==> src/rtl/cc_pkg.sv <==
// Shared types and constants for the complex accumulate-and-dump block.
package cc_pkg;

  localparam int CC_W = 32;

  typedef struct packed {
    logic signed [CC_W-1:0] re;
    logic signed [CC_W-1:0] im;
  } cplx_t;

  typedef enum logic {
    RUN  = 1'b0,
    WAIT = 1'b1
  } acc_state_t;

endpackage

==> src/rtl/cplx_acc_lane.sv <==
// One W-bit wrap-around accumulator with frame clear and sticky signed-overflow flag.
module cplx_acc_lane
  import cc_pkg::*;
#(
  parameter int W = 32
) (
  input  logic         clk,
  input  logic         rst,
  input  logic         en,
  input  logic         clr,
  input  logic [W-1:0] din,
  output logic [W-1:0] sum,
  output logic         ovf
);

  logic [W-1:0] acc;
  logic         sticky;
  logic         add_ovf;

  assign sum     = acc + din;
  assign add_ovf = (acc[W-1] == din[W-1]) && (sum[W-1] != acc[W-1]);
  // Frame overflow as seen after this add, so the closing sample counts too.
  assign ovf     = sticky | add_ovf;

  // NOTE: sequential state uses <= so every flop updates from pre-edge values.
  always_ff @(posedge clk) begin
    if (rst) begin
      acc    <= '0;
      sticky <= 1'b0;
    end else if (en) begin
      if (clr) begin
        acc    <= '0;
        sticky <= 1'b0;
      end else begin
        acc    <= sum;
        sticky <= ovf;
      end
    end
  end

endmodule

==> src/rtl/cplx_acc_dump.sv <==
// Integrates N_LEN complex samples per frame and dumps the sum through a
// valid/ready output register that back-pressures input only on frame close.
module cplx_acc_dump
  import cc_pkg::*;
#(
  parameter int N_LEN = 64,
  parameter int W     = 32
) (
  input  logic                clk,
  input  logic                rst,
  input  logic                s_valid,
  output logic                s_ready,
  input  logic signed [W-1:0] s_re,
  input  logic signed [W-1:0] s_im,
  output logic                m_valid,
  input  logic                m_ready,
  output logic signed [W-1:0] m_re,
  output logic signed [W-1:0] m_im,
  output logic                m_ovf
);

  localparam int                CNT_W = (N_LEN > 1) ? $clog2(N_LEN) : 1;
  localparam logic [CNT_W-1:0] LAST  = CNT_W'(N_LEN - 1);

  acc_state_t       state, state_nx;
  logic [CNT_W-1:0] cnt;
  logic             at_last, blocked, accept, last;
  logic [W-1:0]     sum_re, sum_im;
  logic             ovf_re, ovf_im;

  assign at_last = (cnt == LAST);
  // Closing a frame needs the output register free or draining this cycle.
  assign blocked = at_last && m_valid && !m_ready;
  assign accept  = s_valid && s_ready;
  assign last    = accept && at_last;

  // NOTE: defaults first so no path leaves an output unassigned (no latch).
  always_comb begin
    state_nx = state;
    s_ready  = 1'b0;
    case (state)
      RUN: begin
        s_ready = !blocked;
        if (blocked) state_nx = WAIT;
      end
      WAIT: begin
        if (m_ready) state_nx = RUN;
      end
    endcase
  end

  always_ff @(posedge clk) begin
    if (rst) begin
      state <= RUN;
      cnt   <= '0;
    end else begin
      state <= state_nx;
      if (last)        cnt <= '0;
      else if (accept) cnt <= cnt + 1'b1;
    end
  end

  always_ff @(posedge clk) begin
    if (rst) begin
      m_valid <= 1'b0;
      m_re    <= '0;
      m_im    <= '0;
      m_ovf   <= 1'b0;
    end else if (last) begin
      m_valid <= 1'b1;
      m_re    <= sum_re;
      m_im    <= sum_im;
      m_ovf   <= ovf_re | ovf_im;
    end else if (m_ready) begin
      m_valid <= 1'b0;
    end
  end

  cplx_acc_lane #(.W(W)) u_lane_re (
    .clk (clk),
    .rst (rst),
    .en  (accept),
    .clr (last),
    .din (s_re),
    .sum (sum_re),
    .ovf (ovf_re)
  );

  cplx_acc_lane #(.W(W)) u_lane_im (
    .clk (clk),
    .rst (rst),
    .en  (accept),
    .clr (last),
    .din (s_im),
    .sum (sum_im),
    .ovf (ovf_im)
  );

endmodule

==> config.mk <==
export PLATFORM = sky130hd
export DESIGN_NAME = cplx_acc_dump
export DESIGN_NICKNAME = d
export VERILOG_FILES = /design/src/rtl/cc_pkg.sv /design/src/rtl/cplx_acc_lane.sv /design/src/rtl/cplx_acc_dump.sv
export SDC_FILE = /design/constraint.sdc
export NUM_CORES = 1
export LEC_CHECK = 0
export BUFFER_PORTS_ARGS = -buffer_cell sky130_fd_sc_hd__buf_4
export CAP_MARGIN = 20
export CORE_MARGIN = 2
export CORE_UTILIZATION = 50
export CTS_CLUSTER_DIAMETER = 150
export DETAILED_ROUTE_END_ITERATION = 8
export PLACE_DENSITY = 0.77
export SKIP_LAST_GASP = 1
export SYNTH_ARGS = -nofsm -noshare
export SYNTH_HDL_FRONTEND = slang
export SYNTH_HIERARCHICAL = 1
export SYNTH_SLANG_ARGS = --single-unit
export TNS_END_PERCENT = 100
==> constraint.sdc <==
create_clock -name clk -period 2.9 [get_ports clk]
set_clock_uncertainty 0.1 [all_clocks]
set_input_delay 0.435 -clock clk [delete_from_list [all_inputs] [get_ports clk]]
set_output_delay 0.435 -clock clk [all_outputs]
set_load 0.005 [all_outputs]
# After elaboration in Yosys (flattened, before gate mapping)
# Index checks and enable logic that the tools add are counted.
dict set report totals {
  regBits 139
  latch_bits 0
  inputBits 68
  ramBits 0
  output_inout_bits 67
  rom_bits 0
  wordCells 42
  n_memories 0
}
dict set report classes {
  multipliers 0
  bitwise 4
  div_mod_pow 0
  n_mux 10
  magnitude_cmp 0
  n_shift 0
  addsub 3
  eq_ne 5
  n_reduce_logical 10
}
# cell count
set ops {}
lappend ops {{$add A32 B32 Y32} 2}
lappend ops {{$mux W32} 2}
lappend ops {{$mux W1} 7}
lappend ops {{$add A6 B1 Y6 const B} 1}
lappend ops {{$eq A6 B6 Y1 const B} 1}
lappend ops {{$logic_and A1 B1 Y1} 6}
lappend ops {{$or A1 B1 Y1} 3}
lappend ops {{$eq A1 B1 Y1} 2}
lappend ops {{$logic_not A1 Y1} 2}
lappend ops {{$ne A1 B1 Y1} 2}
lappend ops {{$pmux W1 S2} 1}
lappend ops {{$reduce_bool A2 Y1} 1}
lappend ops {{$reduce_or A2 Y1} 1}
lappend ops {{$not A1 Y1} 1}

# Longest topological paths before layout
# Gate-level depths: netlist of run 1.
dict set report depth {
  depth_word 8
  depth_mapped 13
  ltp_nobuf 13
}

# By module
# Netlist of run 1, hierarchy kept.
# mod n_inst area_each_um2 cells_each
set by_module_without_submodules {}
lappend by_module_without_submodules {{cplx_acc_lane at u_lane_im} 1 2940.3 359}
lappend by_module_without_submodules {{cplx_acc_lane at u_lane_re} 1 2882.8 365}
lappend by_module_without_submodules {cplx_acc_dump 1 2710.1 258}

# Least setup slack after synthesis of run 1
# No wires, ideal clock.
dict set report synth_timing {
  path_kind {input-to-reg}
  startpoint {input port s_re[0]}
  endpoint {register m_re[30]}
  stages 13
  arrival_time_ps 2459
  t_required_ps 2672
  path_slack_ps 213
  cell_sequence {ha_1 > inv_1 > fa_1 > nor2b_1 > o211ai_1 > a211oi_1 > nor2_1 > o211ai_1 > nand3_1 > a21boi_0 > nor2_1 > mux2i_1 > nor2_1}
}
dict set report synth_via {
  elab_chain_cells 1
}
# item line
set synth_rtl {}
lappend synth_rtl {{from (decl)} cplx_acc_dump.sv:13} ;# input logic signed [W-1:0] s_re,
lappend synth_rtl {{$add A32 B32 Y32} cplx_acc_lane.sv:20} ;# assign sum = acc + din;
lappend synth_rtl {{via sum_re[30]} cplx_acc_dump.sv:28} ;# logic [W-1:0] sum_re, sum_im;
lappend synth_rtl {{to (signal assigned)} cplx_acc_dump.sv:71} ;# m_re <= sum_re;
lappend synth_rtl {{to (decl)} cplx_acc_dump.sv:17} ;# output logic signed [W-1:0] m_re,
# The timed path passes the listed nets, and every way through them passes these cells.
# A chain may end at the register's enable or synchronous reset.

# Worst setup path after layout of run 1
dict set report layout_timing {
  startpoint {register u_lane_re.acc[0]}
  endpoint {register m_re[28]}
}
dict set report layout_via {
  elab_chain_cells 1
}
# item line
set layout_rtl {}
lappend layout_rtl {{from (decl)} cplx_acc_lane.sv:16} ;# logic [W-1:0] acc;
lappend layout_rtl {{from (signal assigned)} cplx_acc_lane.sv:35} ;# acc <= sum;
lappend layout_rtl {{$add A32 B32 Y32} cplx_acc_lane.sv:20}
lappend layout_rtl {{via sum_re[28]} cplx_acc_dump.sv:28}
# The timed path passes the listed nets, and every way through them passes these cells.

==> summary.md, run 1 <==
| Metric | Value |
|---|---|
| Status | finished, final reports clean |
| GP Congestion | 0.897 |
| 1st-pass router iterations | 5 |
| LEAKAGE | 4.79 nW |
| Share of cells above drive strength 1 | 0.245 |
| Hold Crit Class | input pin to flop |
| Core area | 0.0166 mm2 |
| F_max | 359 MHz |
| #FFs+latches synth | 139 |
| Average cell area after synthesis | 8.69 um2 |
| Pin count of the biggest net entering global routing | 62 |
| Post-synthesis sequential area ratio | 0.326 |
| Final setup viols | 0 |
| Pre-CTS worst setup slack | -0.177 ns |
| Worst-margin pin slew | 0.695 ns |
| Commonest non-fill, non-tap cell in the layout | buf_4 |
| CTS max path bufs | 2 |
| Detail Route Antenna Nets | 0 |
| CP Max Fanout | 3 |
| Post-synthesis async set-or-reset flop share | 0 |
| Min setup slack post-route | 0.117 ns |
| Final hold slack | 0.0739 ns |
| Max-Cap Viols | 0 |
| Die W | 135 um |
| Tmin final | 2.78 ns |
| Final Hold Violating Endpoints | 0 |
| First-pass GRT wire length | 35.4 mm |
| Nets | 1,300 |
| TritonCTS Sinks | 139 |
| Slew Limit Fails | 0 |
| Critical path class | flop to flop |
| Post-CTS Hold Buffers | 0 |
| Num rows | 47 |
| Via count | 7,826 |
| Area Growth Syn to Fin | 25.8% |
| Endpoint class of the critical path | flop |
| Crit path DAT | 3.04 ns |
| DP HPWL | 16.4 mm |
| Flop-to-flop setup slack | 0.12 ns |
| Total grt overflow | 0 |
| DR iter-0 viols | 478 |
| Final WL | 21.9 mm |
| Initial Utilization | 0.513 |
| Family with the most delay on the worst path | compound AO/OA/AOI/OAI gates |
| Worst path max stage delay | 0.41 ns |
| Top FF cell, synth | dfxtp_1 |
| Required time worst endpoint | 3.16 ns |
| Ys Warns | 6 |
| Port Buf Inserts | 134 |
| Critical path startpoint category | flop |
| Slowest stage cell, crit path | fa_1 |
| Yosys top cell by area | dfxtp_1 |
| Cell count after synthesis | 982 |
| Slew headroom | 0.532 |
| Die Span Y | 135 um |
| Total Routing Usage GR | 0.241 |
| Root buf cell | clkbuf_16 |
| Post-synth top area share | 0.326 |
| Number of synthesized flops with an enable pin | 0 |
| Clock latency on the worst-skew pair | 0.43 ns |
| TritonCTS Buffers | 17 |
| Via density | 5.59 |
| Syn Nets | 1,115 |
| Initial antenna violation count | 0 |
| Number of global-route vias before repair | 7,528 |
| RSZ-0062 raised after global routing | true |
| Htree depth | 4 |
| Synth unique cells | 80 |
| Routed length per instance | 15.6 um |
| Most frequent cells in the layout | buf_4 (211), nor2_1 (145), dfxtp_1 (139) |
| PwrDens | 603 mW/mm2 |
| Top cells by area, synth | dfxtp_1 (33%), ha_1 (9.2%), mux2i_1 (8.0%) |
| Cell breakdown of the critical path | ha_1 -> inv_1 -> fa_1 -> nor2b_2 -> o211ai_1 -> buf_4 -> a211oi_4 -> o311ai_2 -> a21oi_2 -> a31oi_1 -> xnor2_1 -> mux2i_1 -> nor2_1 |
| Mapped Area | 0.00853 mm2 |
| Total inserted antenna cells | 0 |
| I/O Pins | 135 |
| Die area | 0.0181 mm2 |
| Number of remaining DRC errors | 0 |
| Buffers plus inverters on the worst setup path | 2 |
| VDD IR max | 442 uV |
| CTS tree | built |
| CTS clk-pin slew, worst paths | 0.06 ns |
| Period Utilization, post-route | 0.960 |
-- sequential cells by signal, summed over array words and instances, names as in the netlist --
signal / flops
state: 1
m_ovf: 1
m_im: 32
m_re: 32
u_lane_re/sticky: 1
cnt: 6
m_valid: 1
u_lane_re/acc: 32
u_lane_im/acc: 32
u_lane_im/sticky: 1
-- final cells by class --
type                            instances  area, um2
Inverter                               27        101
Clock buffer                           17        425
Tap cell                              220        275
Sequential cell                       139       2780
Fill cell                            1408       5910
Multi-Input combinational cell        771       5410
Clock inverter                         15        163
Timing Repair Buffer                  211       1580
-- per-stage QoR --
stage / cell area, um2 / TNS (ns) / std cells / total power, mW / util
final: 10700 / 0 / 1400 / 6.47 / 0.645
after global placement: 10100 / -1.04 / 1365 / 4.21 / 0.606
after detailed placement: 10100 / -2.07 / 1366 / 4.25 / 0.607
after floorplan: 8530 / 0 / 982 / 3.66 / -
after global routing: 10700 / -0.132 / 1400 / 6.82 / 0.645
after CTS: 10700 / 0 / 1399 / 6.47 / 0.642
-- cell families (layout without fill, tap and decap cells) --
kind of cell | Yosys count | count (layout) | share of synthesized area
adder cells (fa/ha/maj) | 65 | 65 | 0.0971
AO/OA/AOI/OAI | 279 | 279 | 0.228
AND/OR/NAND/NOR | 302 | 302 | 0.164
flip-flops | 139 | 139 | 0.326
buffers and inverters | 72 | 270 | 0.0460
XOR/XNOR | 57 | 57 | 0.0594
multiplexers | 68 | 68 | 0.0798
-- where the power goes --
group          internal [mW]  leakage [nW]  switching, mW
registers               2.06          1.13         0.0921
clock network           1.28         0.287          0.915
logic                  0.971          3.37           1.15
-- cells in the mapped netlist, drive strengths merged (7+ instances only) --
cell    instances
nor2          146
dfxtp         139
a21oi          79
mux2i          68
nand2          65
ha             63
xnor2          40
o21ai          38
a21o           30
a22o           28
clkbuf         28
a22oi          27
inv            27
buf            17
xor2           17
a211oi         14
nand3          14
nor3           14
o211ai         13
a31oi          12
nand4          11
a21boi          8
and3            8
and2            7
-- metal layers --
metal / GRT usage / routed length, um / part of all wire / vias to the layer above
met1: 0.298 / 9820 / 0.45 / 3654
met2: 0.417 / 10600 / 0.48 / 210
met5: 0 / 0 / 0 / -
met3: 0.0480 / 988 / 0.045 / 42
met4: 0.0813 / 517 / 0.024 / 0
li1: - / - / - / 3920
-- path summary, 6_finish.rpt --
check / cells past startpoint / endpoint / startpoint
worst max-delay path: 13 / m_re[28] / u_lane_re/acc[0]
worst min-delay path: 2 / state / m_ready
worst max register to register: 13 / m_re[28] / u_lane_re/acc[0]
worst min register to register: 2 / u_lane_re/acc[25] / u_lane_re/acc[25]
-- timing repair --
action                                  in CTS  in global routing
pin swaps                                    1                  4
endpoints found under the setup margin       2                 23
setup buffers                                1                  0
gates resized for setup                      0                 10
Note: power is estimated with default switching activity, not from simulation.
==> inputs of run 2 (changes only) <==
==> constraint.sdc (replaced) <==
create_clock -name clk -period 2.9 [get_ports clk]
set_clock_uncertainty 0.1 [all_clocks]
set_input_delay 0.29 -clock clk [delete_from_list [all_inputs] [get_ports clk]]
set_output_delay 0.29 -clock clk [all_outputs]
set_load 0.005 [all_outputs]
==> summary.md, run 2 (same netlist as run 1, synthesis figures left out) <==
| Metric | Value |
|---|---|
| Status | finished, final reports clean |
| CTS max path bufs | 2 |
| I/O Pins | 135 |
| Pint | 4.33 mW |
| Initial Utilization | 0.513 |
| Period Utilization, post-route | 0.957 |
| Final Hold Violating Endpoints | 0 |
| LEAKAGE | 4.65 nW |
| Seq pwr share | 0.333 |
| DP HPWL | 16.6 mm |
| Reg2reg end | m_re[28] |
| Detail Route Antenna Nets | 0 |
| Worst-margin pin slew | 1.04 ns |
| Total inserted antenna cells | 0 |
| CTS clk-pin slew, worst paths | 0.06 ns |
| TritonCTS Buffers | 17 |
| Net Sw Power | 2.12 mW |
| Most frequent cells in the layout | buf_4 (179), nor2_1 (145), dfxtp_1 (139) |
| CTS tree | built |
| Pin count of the biggest net entering global routing | 57 |
| Hold Crit Class | input pin to flop |
| Via count | 7,792 |
| Via density | 5.69 |
| Die area | 0.0181 mm2 |
| Hold endpoint | u_lane_re/sticky |
| Comb pwr share | 0.317 |
| Number of remaining DRC errors | 0 |
| Tmin final | 2.77 ns |
| Area Growth Syn to Fin | 23.5% |
| CP Max Fanout | 6 |
| F_max | 360 MHz |
| Slew Limit Fails | 0 |
| Nets | 1,269 |
| Core area | 0.0166 mm2 |
| GP Congestion | 0.919 |
| Num rows | 47 |
| RR Startpoint | u_lane_re/acc[15] |
| First-pass GRT wire length | 36.1 mm |
| Number of global-route vias before repair | 7,579 |
| Max-Cap Viols | 0 |
| Flop-to-flop setup slack | 0.13 ns |
| Total Routing Usage GR | 0.246 |
| Critical path startpoint category | flop |
| Slew headroom | 0.307 |
| Commonest non-fill, non-tap cell in the layout | buf_4 |
| Root buf cell | clkbuf_16 |
| 1st-pass router iterations | 7 |
| Hold_sp | s_re[31] |
| Endpoint class of the critical path | flop |
| Routed length per instance | 16.2 um |
| Die W | 135 um |
| Sw frac | 0.328 |
| Hold Path Depth | 4 |
| Initial antenna violation count | 0 |
| R2r worst-path depth | 10 |
| Critical path class | flop to flop |
| Htree depth | 4 |
| TritonCTS Sinks | 139 |
| Placed cell area | 0.00985 mm2 |
| Die Span Y | 135 um |
| Required time worst endpoint | 3.09 ns |
| Final WL | 22.1 mm |
| PwrDens | 612 mW/mm2 |
| Port Buf Inserts | 134 |
| VDD IR max | 449 uV |
| Share of cells above drive strength 1 | 0.226 |
| Clock latency on the worst-skew pair | 0.43 ns |
| Total grt overflow | 0 |
| Crit path DAT | 2.96 ns |
| Total Power | 6.45 mW |
| DR iter-0 viols | 385 |
| Clock share of power | 0.350 |
| Design area | 0.0105 mm2 |
| Final setup viols | 0 |
-- run 2: area by class of cell --
| class | count | area, um2 |
|---|---|---|
| inverter | 27 | 101 |
| timing repair buffer | 180 | 1350 |
| fill | 1390 | 6100 |
| tap | 220 | 275 |
| multi-input combinational | 771 | 5420 |
| clock buffer | 18 | 439 |
| clock inverter | 14 | 171 |
| sequential | 139 | 2780 |
-- run 2: critical path, cell delays in order (launching register included) --
cell      delay (ns)
dfxtp_1         0.31
ha_1            0.38
nand3_1         0.18
or3_2           0.50
o21ai_0         0.28
o311ai_2        0.19
a21oi_2         0.22
a31oi_1         0.11
xnor2_1         0.16
mux2i_1         0.15
nor2_1          0.05
-- run 2: metrics by stage --
| step | utilization | setup WS [ns] | std cells | hold slack [ns] | TNS (ns) |
|---|---|---|---|---|---|
| floorplan | - | 0.332 | 982 | 0.269 | 0 |
| CTS | 0.629 | 0.0387 | 1367 | 0.124 | 0 |
| global placement | 0.592 | 0.0769 | 1334 | 0.346 | 0 |
| finish | 0.633 | 0.125 | 1369 | 0.134 | 0 |
| global route | 0.633 | -0.0105 | 1369 | 0.168 | -0.0124 |
| detailed placement | 0.592 | 0.00990 | 1334 | 0.347 | 0 |
-- run 2: what timing repair did --
item	in CTS	in global routing
buffers inserted	0	1
setup endpoints to repair	0	28
hold buffers	1	0
endpoints found under the hold margin	1	0
resized for setup	0	14
-- run 2: worst max path at each step --
stage | from | endpoint | slack, ns
after floorplan | u_lane_re/acc[0] | m_re[30] | 0.33
after global placement | s_re[0] | m_re[28] | 0.08
after detailed placement | s_im[0] | m_im[30] | 0.01
after CTS | u_lane_re/acc[0] | m_re[30] | 0.04
after global routing | u_lane_re/acc[4] | m_re[14] | -0.01
final | u_lane_re/acc[15] | m_re[28] | 0.13
-- run 2: layer usage --
metal	vias to the layer above	share of wire	global-route usage
li1	3859	-	-
met1	3640	0.45	0.306
met2	242	0.47	0.414
met3	51	0.047	0.0458
met4	0	0.029	0.109
met5	-	0	0
-- run 2: power groups by stage --
stage	sequential (mW)	combinational, mW	clock (mW)
floorplan	2.16	1.50	0
global placement	2.18	1.95	0
detailed placement	2.18	1.98	0
CTS	2.15	2.01	2.28
global route	2.16	2.26	2.36
finish	2.15	2.05	2.26
==> inputs of run 3 (changes only) <==
Settings changed: PLACE_DENSITY 0.77 to 0.8.
Clock period 2.9 ns to 2.41 ns, I/O delays scaled along.
==> summary.md, run 3 (same netlist as run 1, synthesis figures left out) <==
| Metric | Value |
|---|---|
| Required time worst endpoint | 2.68 ns |
| Clock latency on the worst-skew pair | 0.44 ns |
| Reg2reg end | m_re[30] |
| First-pass GRT wire length | 42.4 mm |
| Num rows | 47 |
| PwrDens | 731 mW/mm2 |
| Detail Route Antenna Nets | 0 |
| Pre-CTS worst setup slack | -0.380 ns |
| Final Hold Violating Endpoints | 0 |
| CTS max path bufs | 2 |
| Hold Crit Class | input pin to flop |
| TritonCTS Sinks | 139 |
| Commonest non-fill, non-tap cell in the layout | buf_4 |
| Core area | 0.0166 mm2 |
| CTS tree | built |
| Number of remaining DRC errors | 0 |
| Final hold slack | 0.0978 ns |
| Via count | 9,376 |
| Htree depth | 4 |
| F_max | 358 MHz |
| Min setup slack post-route | -0.383 ns |
| I/O Pins | 135 |
| Via density | 6.15 |
| Die W | 135 um |
| Total Routing Usage GR | 0.294 |
| RR Startpoint | u_lane_re/acc[0] |
| Total inserted antenna cells | 0 |
| Hold_sp | s_re[31] |
| Endpoint class of the critical path | flop |
| Critical path startpoint category | flop |
| Slew headroom | 0.418 |
| Slew Limit Fails | 0 |
| Final setup viols | 71 |
| Number of global-route vias before repair | 8,732 |
| Failing checks | setup timing |
| CTS clk-pin slew, worst paths | 0.06 ns |
| DP HPWL | 17.9 mm |
| Area Growth Syn to Fin | 54.1% |
| Nets | 1,424 |
| Root buf cell | clkbuf_16 |
| Initial antenna violation count | 0 |
| TritonCTS Buffers | 17 |
| DR iter-0 viols | 941 |
| Initial Utilization | 0.513 |
| LEAKAGE | 5.67 nW |
| Period Utilization, post-route | 1.16 |
| Setup_tns | -9.34 ns |
| VDD IR max | 583 uV |
| Routed length per instance | 21.0 um |
| Hold Path Depth | 4 |
| R2r worst-path depth | 13 |
| Total grt overflow | 0 |
| Pin count of the biggest net entering global routing | 49 |
| Die Span Y | 135 um |
| Status | finished, violations left |
| Critical path class | flop to flop |
| CP Max Fanout | 3 |
| Worst-margin pin slew | 0.872 ns |
| Die area | 0.0181 mm2 |
| Max-Cap Viols | 0 |
| Most frequent cells in the layout | buf_4 (309), nor2_1 (132), dfxtp_1 (121) |
| RSZ-0062 raised after global routing | true |
| Hold endpoint | u_lane_re/sticky |
| 1st-pass router iterations | 5 |
| Crit path DAT | 3.06 ns |
| Port Buf Inserts | 134 |
| Flop-to-flop setup slack | -0.38 ns |
| Final WL | 31.9 mm |
| Share of cells above drive strength 1 | 0.453 |
| Tmin final | 2.79 ns |
| GP Congestion | 0.930 |
## run 3: worst max path at each step
stage,end,depth (start not counted),from,slack (ns)
6_report,m_re[30],13,u_lane_re/acc[0],-0.38
5_1_grt,m_re[30],13,u_lane_re/acc[0],-0.48
4_1_cts,m_re[30],13,u_lane_re/acc[0],-0.27
3_5_place_dp,m_re[30],14,s_re[0],-0.38
3_3_place_gp,m_re[14],13,s_re[0],-0.33
2_1_floorplan,u_lane_re/acc[24],8,u_lane_re/acc[18],-0.05
## run 3: worst max-delay path: stages, from the launching register on
cell and delay, ns:
dfxtp_2 0.35, ha_4 0.14, inv_2 0.04, fa_2 0.35, nor2b_2 0.14, o211ai_1 0.19, a211oi_2 0.37, nor2_2 0.08
o211ai_1 0.29, nand3_1 0.18, and3b_1 0.24, nor2_1 0.09, mux2i_1 0.07, nor2_1 0.09
## run 3: area by class of cell
type | instances | area (um2)
Clock buffer | 18 | 429
Clock inverter | 14 | 219
Fill cell | 935 | 3490
Inverter | 27 | 101
Multi-Input combinational cell | 771 | 6700
Sequential cell | 139 | 2810
Tap cell | 220 | 275
Timing Repair Buffer | 335 | 2620
## run 3: report_power, final
part,internal [mW],switching [mW]
Sequential,2.49,0.166
Clock,1.84,1.09
Combinational,1.94,2.09
Total,6.27,3.34
## run 3: through the flow
stage | total power, mW | std cells | area [um2] | utilization
2_1_floorplan | 4.42 | 982 | 8580 | -
3_3_place_gp | 5.36 | 1444 | 10700 | 0.645
3_5_place_dp | 5.44 | 1445 | 10700 | 0.645
4_1_cts | 8.75 | 1497 | 12200 | 0.734
5_1_grt | 9.94 | 1524 | 13200 | 0.790
6_report | 9.61 | 1524 | 13200 | 0.790
## run 3: metal layers
layer  global-route usage  part of all wire  up-vias
li1                     -                 -     4143
met2                0.527              0.50      581
met1                0.336              0.37     4449
met4                0.135             0.056        0
met5                    0                 0        -
met3               0.0567             0.070      203
## run 3: repair_timing
item	in CTS	in global routing
setup endpoints to repair	86	92
gates resized for setup	125	148
hold buffers	1	0
pin swaps	79	119
setup buffers	25	34
endpoints found under the hold margin	1	0
